--- src/rtl/demux_pkg.sv ---
// Shared types for the 1-to-2 stream demultiplexer.
package demux_pkg;

    localparam int DEMUX_DW = 24;

    typedef logic [DEMUX_DW-1:0] word_t;

    typedef enum logic {
        SLOT_EMPTY = 1'b0,
        SLOT_FULL  = 1'b1
    } slot_state_t;

    typedef enum logic {
        CH0 = 1'b0,
        CH1 = 1'b1
    } chan_t;

endpackage

--- src/rtl/demux_out_slot.sv ---
// One-entry registered output slot of the stream demultiplexer.
// Optional delivered-word counter when DEMUX_STATS_EN is defined.
//
//  state      | meaning
//  -----------+--------------------------------------------------
//  SLOT_EMPTY | no word held, out_valid=0, slot can always load
//  SLOT_FULL  | word held on out_data, out_valid=1 until drained
module demux_out_slot
    import demux_pkg::*;
#(
    parameter int DW = DEMUX_DW
`ifdef DEMUX_STATS_EN
    ,
    parameter int CNT_W = 16
`endif
) (
    input  logic          clk,
    input  logic          rst_n,
    input  logic          load,
    input  logic [DW-1:0] load_data,
    output logic          slot_ready,
    output logic          out_valid,
    input  logic          out_ready,
    output logic [DW-1:0] out_data
`ifdef DEMUX_STATS_EN
    ,
    output logic [CNT_W-1:0] cnt
`endif
);

    slot_state_t   state_q, state_d;
    logic [DW-1:0] data_q, data_d;
    logic          drain;

    assign out_valid  = (state_q == SLOT_FULL);
    assign out_data   = data_q;
    assign drain      = out_valid & out_ready;
    // A word leaving this cycle frees the slot for a same-cycle load.
    assign slot_ready = (state_q == SLOT_EMPTY) | out_ready;

    // Next-state and next-data: a load always wins, a bare drain empties the slot.
    always_comb begin
        state_d = state_q;
        data_d  = data_q;
        if (load) begin
            state_d = SLOT_FULL;
            data_d  = load_data;
        end else if (drain) begin
            state_d = SLOT_EMPTY;
        end
    end

    // Slot state and held word.
    always_ff @(posedge clk or negedge rst_n) begin
        if (!rst_n) begin
            state_q <= SLOT_EMPTY;
            data_q  <= '0;
        end else begin
            state_q <= state_d;
            data_q  <= data_d;
        end
    end

`ifdef DEMUX_STATS_EN
    logic [CNT_W-1:0] cnt_q, cnt_d;

    assign cnt = cnt_q;

    // Delivered-word count, wraps naturally at full scale.
    always_comb begin
        cnt_d = cnt_q;
        if (drain) begin
            cnt_d = cnt_q + CNT_W'(1);
        end
    end

    // Counter register.
    always_ff @(posedge clk or negedge rst_n) begin
        if (!rst_n) begin
            cnt_q <= '0;
        end else begin
            cnt_q <= cnt_d;
        end
    end
`endif

endmodule

--- src/rtl/demux1to2_stream.sv ---
// 1-to-2 stream demultiplexer: steers each accepted input word to output 0
// or 1 by in_sel. Each output has its own one-entry slot so a stalled
// consumer never blocks the other channel.
// Define DEMUX_STATS_EN to add per-channel delivered-word counters cnt0/cnt1.
module demux1to2_stream
    import demux_pkg::*;
#(
    parameter int DW = DEMUX_DW
`ifdef DEMUX_STATS_EN
    ,
    parameter int CNT_W = 16
`endif
) (
    input  logic          clk,
    input  logic          rst_n,
    input  logic          in_valid,
    output logic          in_ready,
    input  logic [DW-1:0] in_data,
    input  logic          in_sel,
    output logic          out0_valid,
    input  logic          out0_ready,
    output logic [DW-1:0] out0_data,
    output logic          out1_valid,
    input  logic          out1_ready,
    output logic [DW-1:0] out1_data
`ifdef DEMUX_STATS_EN
    ,
    output logic [CNT_W-1:0] cnt0,
    output logic [CNT_W-1:0] cnt1
`endif
);

    chan_t sel_ch;
    logic  slot0_ready;
    logic  slot1_ready;
    logic  accept;
    logic  load0;
    logic  load1;

    assign sel_ch = chan_t'(in_sel);

    // Only the selected slot decides readiness; the other slot is irrelevant.
    always_comb begin
        in_ready = slot0_ready;
        if (sel_ch == CH1) begin
            in_ready = slot1_ready;
        end
    end

    assign accept = in_valid & in_ready;
    assign load0  = accept & (sel_ch == CH0);
    assign load1  = accept & (sel_ch == CH1);

    demux_out_slot #(
        .DW    (DW)
`ifdef DEMUX_STATS_EN
        ,
        .CNT_W (CNT_W)
`endif
    ) u_slot0 (
        .clk        (clk),
        .rst_n      (rst_n),
        .load       (load0),
        .load_data  (in_data),
        .slot_ready (slot0_ready),
        .out_valid  (out0_valid),
        .out_ready  (out0_ready),
        .out_data   (out0_data)
`ifdef DEMUX_STATS_EN
        ,
        .cnt        (cnt0)
`endif
    );

    demux_out_slot #(
        .DW    (DW)
`ifdef DEMUX_STATS_EN
        ,
        .CNT_W (CNT_W)
`endif
    ) u_slot1 (
        .clk        (clk),
        .rst_n      (rst_n),
        .load       (load1),
        .load_data  (in_data),
        .slot_ready (slot1_ready),
        .out_valid  (out1_valid),
        .out_ready  (out1_ready),
        .out_data   (out1_data)
`ifdef DEMUX_STATS_EN
        ,
        .cnt        (cnt1)
`endif
    );

endmodule
--- config.mk ---
export PLATFORM = sky130hd
export DESIGN_NAME = demux1to2_stream
export DESIGN_NICKNAME = d
export VERILOG_FILES = /design/src/rtl/demux_pkg.sv /design/src/rtl/demux_out_slot.sv /design/src/rtl/demux1to2_stream.sv
export SDC_FILE = /design/constraint.sdc
export NUM_CORES = 1
export LEC_CHECK = 0
export ABC_AREA = 1
export BUFFER_PORTS_ARGS = -buffer_cell sky130_fd_sc_hd__buf_2
export CORE_UTILIZATION = 51
export DETAILED_ROUTE_END_ITERATION = 10
export PLACE_DENSITY_LB_ADDON = 0.08
export SLEW_MARGIN = 20
export SYNTH_ARGS = -nofsm -noshare
export SYNTH_HDL_FRONTEND = slang
export SYNTH_SLANG_ARGS = --single-unit
--- constraint.sdc ---
create_clock -name clk -period 2.25 [get_ports clk]
set_clock_uncertainty 0.2 [all_clocks]
set_input_delay 0.3375 -clock clk [delete_from_list [all_inputs] [get_ports clk]]
set_output_delay 0.3375 -clock clk [all_outputs]
set_load 0.03 [all_outputs]
==> flow_metrics.tcl <==
set metrics [dict create \
    drc 0 \
    drt-wirelength-per-cell_um 14.2 \
    boundaryPins 81 \
    syn_inst 224 \
    synth_warnings 0 \
    finalCritPeriodShare 0.812 \
    stdcell_count 350 \
    die_w_um 65.6 \
    worstPathRequired_ns 1.71 \
    placedCellCount 341 \
    cp.depth 4 \
    cts_inserted_buffers 5 \
    drv_cap 0 \
    setup_viol 0 \
    gp_congestion 0.795 \
    grtUsageTotal 0.260 \
    irDropWorstVdd_mv 0.531 \
    status "complete, no violations" \
    cts-root-buf "clkbuf_8" \
    netlist_area_mm2 0.00206 \
    p_per_area_mw_per_mm2 932 \
    r2r_setup_slack_ns 0.54 \
    syn_to_final_growth_pct 26.2 \
    cts_resized 0 \
    intPower_mw 1.56 \
    fillers 329 \
    reg2reg_to "u_slot1.out_data[8]$_DFFE_PN0P_" \
    routed_wl_mm 4.98 \
    vias 1873 \
    crit_top_cell "nand2_1" \
    max_freq_mhz 548 \
    drtIter0Drc 202 \
    max_slew.worst_pin.slew_ns 0.530 \
    post-route-min-period_ns 1.83 \
    worst-setup-path-type "reg -> out" \
    tns_ns 0 \
    drive_gt1_frac 0.321 \
    crit_end "in_ready" \
    overflow 0 \
    ys_seq_elements 50 \
    p_sw_frac 0.356 \
    viasPerCell 5.35 \
    cp.buffers_inverters 1 \
    rows 22 \
    slew_viol_final 0 \
    grt_first_pass_wirelength_mm 8.31 \
    clkLatencyLatePin_ns 0.30 \
    p_leak_nw 1.50 \
    timing.rr.start "u_slot1.out_valid$_DFFE_PN0P_" \
    hold_violations 0 \
    cts_sinks 50 \
    cts_max_level 2 \
    max-slew-margin-rel 0.647 \
    initial_core_util 0.547 \
    core_area_mm2 0.00377 \
    die_y_um 65.6 \
    synth.net_count 254 \
    worstSetupStartpointType "flip-flop" \
    yosysSeqAreaShare 0.607 \
    arrival_ns 1.29 \
    p_comb_frac 0.291 \
    ant_nets 0 \
    slowest_delay_ns 0.39 \
    rr_worst_depth 4 \
    clkPwrFrac 0.250 \
    rsz0062_at_grt "false" \
    p_sw_mw 0.863 \
    antenna_found_initial 0 \
    ctsLongestPathBuffers 2 \
    diodes 0 \
    dieArea_mm2 0.00430 \
    grt_pass1_vias 1707 \
    crit_family "simple AND/OR/NAND/NOR gates" \
    clkSlewWorstSetupHoldPaths_ns 0.09 \
    hold_depth 3 \
    numPortBuffers 80 \
    hp-class "in -> reg" \
    final_nets 331 \
    avgSynthCellArea_um2 9.21 \
    cp-end-kind "primary output" \
    cp_cell_sequence "nand2_2, nand2_1, nand2_1, buf_2" \
    first_pass_iters 4 \
    ys_types 11 \
    startpoint "u_slot1.out_valid$_DFFE_PN0P_" \
    dpl.hpwl_mm 3.45 \
    seq_power_share 0.460 \
    cts_tree "done" \
    grt_max_degree 27 \
    crit_path_top_delay_cell "dfrtp_1" \
    total_power_mw 2.42 \
    crit_path_max_fanout 16 \
]
[layer usage]
layer / GRT usage / wire (µm) / vias up
met5: 0 / 0 / -
met3: 0.0764 / 393 / 7
met1: 0.380 / 2360 / 873
li1: - / - / 911
met4: 0.0815 / 57 / 0
met2: 0.371 / 2170 / 82
[logic make-up (layout without fill, tap and decap cells)]
logic type	Yosys count	after routing	share of synthesized area
buffers and inverters	21	99	0.0492
flip-flops	50	50	0.607
AND/OR/NAND/NOR	153	153	0.344
[what timing repair did]
action | 4_1_cts | 5_1_grt
buffers inserted | 0 | 0
hold buffers | 1 | 0
hold endpoints to repair | 17 | 0
[layout make-up]
class	instances	area [µm²]	share of cell area
clock buffers	7	76.3	0.0293
clock inverters	1	30.0	0.0115
repair buffers	88	463	0.178
inverters	3	11.3	0.00433
flip-flops and latches	50	1250	0.481
well taps	48	60.1	0.0231
multi-input cells	153	709	0.273
[power by group through the flow]
| stage | sequential, mW | combinational [mW] | clock, mW |
|---|---|---|---|
| 6_report | 1.11 | 0.704 | 0.606 |
| 2_1_floorplan | 1.41 | 0.178 | 0 |
| 3_3_place_gp | 1.13 | 0.697 | 0 |
| 4_1_cts | 1.11 | 0.708 | 0.620 |
| 3_5_place_dp | 1.13 | 0.705 | 0 |
| 5_1_grt | 1.13 | 0.767 | 0.658 |
[layout by cell type (no fill, tap or decap)]
cell type and count:
nand2_1 102, dfrtp_1 50, clkbuf_8 5, dlygate4sd3_1 1, nand4_1 48, bufinv_16 1
buf_2 80, nand3_2 2, buf_4 7, nand2_2 1, inv_1 2, clkbuf_1 2
inv_2 1
[flip-flops by register name, summed over array words and instances (netlist names)]
name / count
u_slot1.out_valid: 1
u_slot0.out_valid: 1
u_slot1.out_data: 24
u_slot0.out_data: 24
[worst min path at each step]
| stage | startpoint | to | slack (ns) |
|---|---|---|---|
| after floorplan | rst_n | u_slot0.out_data[0]$_DFFE_PN0P_ | -0.16 |
| after global placement | rst_n | u_slot0.out_data[7]$_DFFE_PN0P_ | 0.09 |
| after detailed placement | rst_n | u_slot0.out_data[7]$_DFFE_PN0P_ | 0.08 |
| after CTS | in_data[15] | u_slot0.out_data[15]$_DFFE_PN0P_ | 0.09 |
| after global routing | in_data[11] | u_slot1.out_data[11]$_DFFE_PN0P_ | 0.09 |
| final | in_data[19] | u_slot0.out_data[19]$_DFFE_PN0P_ | 0.10 |
[Yosys cell counts]
cell / instances / area [µm²]
nand2_2: 1 / 6.26
nand2_1: 102 / 383
inv_1: 2 / 7.51
dfrtp_1: 50 / 1250
inv_2: 1 / 3.75
buf_2: 12 / 60.1
buf_4: 2 / 15.0
nand4_1: 48 / 300
nand3_2: 2 / 20.0
buf_1: 2 / 7.51
clkbuf_1: 2 / 7.51
[per-stage QoR]
stage	hold WS, ns	area [µm²]	utilization	setup WS [ns]
finish	0.104	2600	0.690	0.424
global route	0.0912	2600	0.690	0.308
CTS	0.0940	2600	0.690	0.415
detailed placement	0.0838	2480	0.659	0.466
global placement	0.0876	2480	0.659	0.489
floorplan	-0.158	2060	-	0.471
[tightest hold or removal path, stage by stage]
cell and delay [ns]:
buf_2 0.11, nand4_1 0.08, nand2_1 0.05
Power figures use the tool's default switching activity.
